===== config.mk =====
export PLATFORM = sky130hd
export DESIGN_NAME = ex_div_unit
export DESIGN_NICKNAME = d
export VERILOG_FILES = /design/src/rtl/ex_div_unit.sv
export SDC_FILE = /design/constraint.sdc
export NUM_CORES = 1
export LEC_CHECK = 0
export CAP_MARGIN = 10
export CORE_ASPECT_RATIO = 1.2
export CORE_MARGIN = 3
export CORE_UTILIZATION = 50
export CTS_CLUSTER_SIZE = 12
export DETAILED_ROUTE_END_ITERATION = 16
export PLACE_DENSITY_LB_ADDON = 0.12
export SKIP_CTS_REPAIR_TIMING = 1
export SYNTH_ARGS = -nofsm -noshare
export SYNTH_HDL_FRONTEND = slang
export SYNTH_SLANG_ARGS = --single-unit

===== constraint.sdc =====
create_clock -name clk -period 7.01 [get_ports clk]
set_input_delay 1.7525 -clock clk [delete_from_list [all_inputs] [get_ports clk]]
set_output_delay 1.7525 -clock clk [all_outputs]
set_load 0.01 [all_outputs]

===== src/rtl/ex_div_unit.sv =====
`default_nettype none
// ============================================================================
// Module      : ex_div_unit
// Description : Multi-cycle restoring radix-2 integer divider for the EX
//               stage. Requests a pipeline stall while a divide is in flight
//               and holds its result until the EX stage advances.
//               Optional macro DIV_EARLY_OUT_EN: skip iteration when the
//               divisor magnitude exceeds the dividend magnitude.
// Revision    : 1.0 - initial release
// ============================================================================
module ex_div_unit #(
  parameter int DATA_W       = 32,
  parameter int STALL_W      = 6,
  parameter int EX_STALL_BIT = 3
) (
  input  logic               clk,
  input  logic               rst,
  input  logic [STALL_W-1:0] stall,
  input  logic               flush,
  input  logic               div_start,
  input  logic               div_signed,
  input  logic [DATA_W-1:0]  dividend,
  input  logic [DATA_W-1:0]  divisor,
  output logic               stallreq_ex,
  output logic               result_valid,
  output logic [DATA_W-1:0]  quotient,
  output logic [DATA_W-1:0]  remainder,
  output logic               div_by_zero
);

  localparam int                CNT_W  = $clog2(DATA_W);
  localparam logic [CNT_W-1:0]  C_LAST = CNT_W'(DATA_W - 1);

  typedef enum logic [1:0] {
    S_IDLE = 2'd0,
    S_CALC = 2'd1,
    S_DONE = 2'd2
  } state_t;

  state_t             r_state;
  state_t             w_next;
  logic [CNT_W-1:0]   r_cnt;
  logic [DATA_W-1:0]  r_prem;   // restored partial remainder (always < divisor)
  logic [DATA_W-1:0]  r_dvd;    // dividend bits shift out MSB-first, quotient bits shift in
  logic [DATA_W-1:0]  r_dvs;
  logic               r_qsign;
  logic               r_rsign;
  logic [DATA_W-1:0]  r_quo;
  logic [DATA_W-1:0]  r_rem;
  logic               r_dbz;

  logic               w_start;
  logic               w_dvd_neg;
  logic               w_dvs_neg;
  logic [DATA_W-1:0]  w_dvd_mag;
  logic [DATA_W-1:0]  w_dvs_mag;
  logic               w_dvs_zero;
  logic               w_early;
  logic [DATA_W:0]    w_shift;
  logic [DATA_W+1:0]  w_diff;
  logic               w_qbit;
  logic [DATA_W-1:0]  w_prem_nx;
  logic [DATA_W-1:0]  w_quo_nx;
  logic               w_last;
  logic               w_unused_bits;

  assign w_start    = div_start & ~flush;
  assign w_dvd_neg  = div_signed & dividend[DATA_W-1];
  assign w_dvs_neg  = div_signed & divisor[DATA_W-1];
  assign w_dvd_mag  = w_dvd_neg ? -dividend : dividend;
  assign w_dvs_mag  = w_dvs_neg ? -divisor : divisor;
  assign w_dvs_zero = (divisor == '0);

`ifdef DIV_EARLY_OUT_EN
  assign w_early = ~w_dvs_zero & (w_dvs_mag > w_dvd_mag);
`else
  assign w_early = 1'b0;
`endif

  // One restoring step: the shifted partial remainder needs DATA_W+1 bits,
  // and one more bit on the difference gives an unambiguous borrow.
  assign w_shift   = {r_prem, r_dvd[DATA_W-1]};
  assign w_diff    = {1'b0, w_shift} - {2'b00, r_dvs};
  assign w_qbit    = ~w_diff[DATA_W+1];
  assign w_prem_nx = w_qbit ? w_diff[DATA_W-1:0] : w_shift[DATA_W-1:0];
  assign w_quo_nx  = {r_dvd[DATA_W-2:0], w_qbit};
  assign w_last    = (r_cnt == C_LAST);

  // Top difference bit below the borrow is provably zero after a successful subtract.
  assign w_unused_bits = ^{stall, w_diff[DATA_W]};

  assign result_valid = (r_state == S_DONE);
  assign quotient     = r_quo;
  assign remainder    = r_rem;
  assign div_by_zero  = r_dbz;

  // State register.
  always_ff @(posedge clk) begin
    if (rst) r_state <= S_IDLE;
    else     r_state <= w_next;
  end

  // Next-state decode and the combinational stall request.
  always_comb begin
    w_next      = r_state;
    stallreq_ex = 1'b0;
    case (r_state)
      S_IDLE: begin
        if (w_start) begin
          stallreq_ex = 1'b1;
          w_next      = (w_dvs_zero | w_early) ? S_DONE : S_CALC;
        end
      end
      S_CALC: begin
        stallreq_ex = ~flush;
        if (w_last) w_next = S_DONE;
      end
      S_DONE: begin
        if (!stall[EX_STALL_BIT]) w_next = S_IDLE;
      end
      default: w_next = S_IDLE;
    endcase
    if (flush) w_next = S_IDLE;
    if (rst)   stallreq_ex = 1'b0;
  end

  // Operand capture, iteration, sign fix-up and result hold.
  always_ff @(posedge clk) begin
    if (rst) begin
      r_cnt   <= '0;
      r_prem  <= '0;
      r_dvd   <= '0;
      r_dvs   <= '0;
      r_qsign <= 1'b0;
      r_rsign <= 1'b0;
      r_quo   <= '0;
      r_rem   <= '0;
      r_dbz   <= 1'b0;
    end else begin
      case (r_state)
        S_IDLE: begin
          if (w_start) begin
            r_cnt   <= '0;
            r_prem  <= '0;
            r_dvd   <= w_dvd_mag;
            r_dvs   <= w_dvs_mag;
            r_qsign <= w_dvd_neg ^ w_dvs_neg;
            r_rsign <= w_dvd_neg;
            if (w_dvs_zero) begin
              r_quo <= '1;
              r_rem <= dividend;
              r_dbz <= 1'b1;
            end else if (w_early) begin
              r_quo <= '0;
              r_rem <= dividend;
              r_dbz <= 1'b0;
            end
          end
        end
        S_CALC: begin
          r_cnt  <= r_cnt + 1'b1;
          r_prem <= w_prem_nx;
          r_dvd  <= w_quo_nx;
          if (w_last && !flush) begin
            r_quo <= r_qsign ? -w_quo_nx : w_quo_nx;
            r_rem <= r_rsign ? -w_prem_nx : w_prem_nx;
            r_dbz <= 1'b0;
          end
        end
        S_DONE: begin
          if (w_next == S_IDLE) r_dbz <= 1'b0;
        end
        default: r_dbz <= 1'b0;
      endcase
      if (flush) r_dbz <= 1'b0;
    end
  end

endmodule
`default_nettype wire


==> impl_metrics.yaml <==
logic_synthesis:
  synth_flop_cell: "dfxtp_1"
  synth_async_sr_flop_share: 0
  ys.warnings.count: 0
  synth_edf_count: 0
  synth_area_leaders: "dfxtp_1, nor2_1, nand2_1"
  ys_ff_latch: 170
  synth.most_common_cell: "nor2_1"
  syn-num-nets: 1693
  synth.top_cell.area_share: 0.291
  ys_types: 83
  syn_inst: 1579
  yosys-top-cells-count: "nor2_1, nand2_1, dfxtp_1"
  post-synth-top-area-cell: "dfxtp_1"
  syn_avg_cell_area_um2: 7.40
  synth-seq-area-share: 0.291
  syn_area_um2: 11700
place:
  place_congestion: 0.918
  port_buffers: 136
  dp_hpwl_um: 27200
  post_dp_cell_area_um2: 13100
  dp_cells: 1926
clock_network:
  cts_tree: "done"
  clk_latency_ns: 0.44
  cts_root_buffer: "clkbuf_16"
  clock-sinks: 170
  htree_levels: 4
  numCtsBuffers: 17
  clk_pin_slew_ns: 0.07
  ctsLongestPathBuffers: 2
final_layout:
  multiInputGateArea_um2: 7680
  regArea_um2: 3400
  fillers: 2209
  area_growth_pct: 17.0
  drive_above_1_share: 0.0407
  finalInstanceArea_um2: 13700
  nets: 1749
  final_cells: 1957
  antenna_cells: 0
sta:
  setup_violations: 0
  rsz0062_at_grt: "false"
  hold-worst-slack_ns: 0.457
  worst_pin_slew_ns: 1.16
  max_freq_ghz: 0.182
  fin_crit_ns: 5.48
  fin_crit_sh: 0.782
  setup-tns-final_ns: 0
  slew_violations: 0
  worst_slew_margin_rel: 0.225
  hold_violations: 0
  finalClockSkew_ns: 0.0147
power_and_ir_drop:
  pwr-share-seq: 0.414
  powerDensity_nw_per_um2: 181
  internal_power_mw: 1.66
  clock_power_share: 0.379
  p_comb_frac: 0.208
  irDropWorstVdd_v: 0.000164
  switching_share: 0.331
  power_mw: 2.48
  p_leak_nw: 4.82
  switchingPower_mw: 0.821
run_status:
  status: "completed"
routing:
  drtPass1Iterations: 5
  m1WireLength_um: 14800
  routed-via-count: 11800
  ant_nets: 0
  wl_per_cell_um: 18.8
  drc: 0
  dr_wl_met3_um: 2020
  top_layer: "met4"
  wl_met2_um: 17600
  totalWireLength_um: 36700
  drt_iter0_markers: 967
  via_per_inst: 6.02
floorplanning:
  die_h_um: 174
  core-area_um2: 22700
  start_util: 0.516
  rows: 60
  fp.dieArea_um2: 25300
  die_w_um: 146
  ios: 142
worst_setup_path:
  crit_start: "flush"
  cp_num_cells: 5
  critical_path.top_delay_family: "buffers and inverters"
  critPathMostFrequentCell: "clkdlybuf4s50_1"
  worstPathArrival_ns: 3.73
  critPathLaunchType: "input pin"
  cp_slowest_cell: "nor2_1"
  cp_cell_sequence: "clkdlybuf4s50_1 -> nor4b_2 -> nor2_1 -> nor3_1 -> clkdlybuf4s50_1"
  critPathKind: "input pin to output port"
  crit_required_ns: 5.26
  r2r_slack_ns: 1.59
  slowest_delay_ns: 0.66
  endpoint: "stallreq_ex"
  rr_startpoint: "r_prem[5]"
  rr_endpoint: "remainder[30]"
  path_buf_inv: 2
  cp-end-kind: "output port"
  reg2reg_depth: 20
  worstPathMaxFanout: 8
grt:
  grt_pass1_wl_um: 58100
  grt_max_degree: 99
  grt_overflow: 0
  track_usage: 0.281
  grt_pass1_vias: 10900
  antenna_found_initial: 0
min_path:
  hold_class: "flop to flop"
job:
  drv_cap: 0
==> kinds of logic (layout without fill, tap and decap cells) <==
group,after synthesis,after routing,share of synthesized area
AND/OR/NAND/NOR,601,601,0.233
AO/OA/AOI/OAI,466,466,0.271
flip-flops,170,170,0.291
buffers and inverters,161,229,0.0544
XOR/XNOR,128,128,0.0959
adder cells (fa/ha/maj),39,39,0.0424
multiplexers,14,14,0.0122
==> worst min path at each step <==
stage	to	slack (ns)	cells after the start	startpoint
detailed placement	r_dvs[31]	0.45	2	r_dvs[31]
CTS	remainder[13]	0.46	2	remainder[13]
global placement	r_dvs[31]	0.44	2	r_dvs[31]
floorplan	r_dvs[25]	0.43	2	r_dvs[25]
finish	remainder[13]	0.46	2	remainder[13]
global route	remainder[1]	0.49	2	remainder[1]
==> cell type report <==
class / count / area share
Inverter: 53 / 0.0145
Sequential cell: 170 / 0.249
Tap cell: 310 / 0.0283
Clock buffer: 17 / 0.0311
Multi-Input combinational cell: 1248 / 0.561
Timing Repair Buffer: 145 / 0.105
Clock inverter: 14 / 0.0110
==> per-layer routing <==
metal | up-vias | GRT usage
met5 | - | 0
met4 | 0 | 0.168
met3 | 94 | 0.0335
met2 | 420 | 0.480
met1 | 5430 | 0.340
li1 | 5835 | -
==> layout by cell type (no fill, tap or decap), drive strengths merged, types with 39 or more instances in the layout <==
master / instances
a211oi: 78
inv: 60
nor2: 222
nand2: 181
clkdlybuf4s50: 135
xor2: 67
dfxtp: 170
a21oi: 122
xnor2: 61
o21ai: 76
a311oi: 39
==> power by group through the flow <==
stage	registers [mW]	clock network [mW]	logic (mW)
floorplan	1.04	0	0.358
global placement	1.05	0	0.501
detailed placement	1.05	0	0.508
CTS	1.03	0.954	0.511
global route	1.03	0.989	0.564
finish	1.03	0.941	0.515
==> worst min-delay path, cell delays in order, from the launching register on <==
cell and delay, ns:
dfxtp_1 0.31, nand2_1 0.05, a21oi_1 0.05
==> registers in the layout (all words and copies together) (netlist names) <==
register     cells
r_state          2
r_prem          32
r_dvd           32
quotient        32
remainder       32
r_cnt            5
div_by_zero      1
r_dvs           32
r_rsign          1
r_qsign          1
==> through the flow <==
stage          utilization  setup WS, ns
2_1_floorplan            -          2.22
3_3_place_gp         0.578          1.47
3_5_place_dp         0.578          1.42
4_1_cts              0.603          1.55
5_1_grt              0.603          1.23
6_report             0.603          1.53
Note: power is estimated with default switching activity, not from simulation.
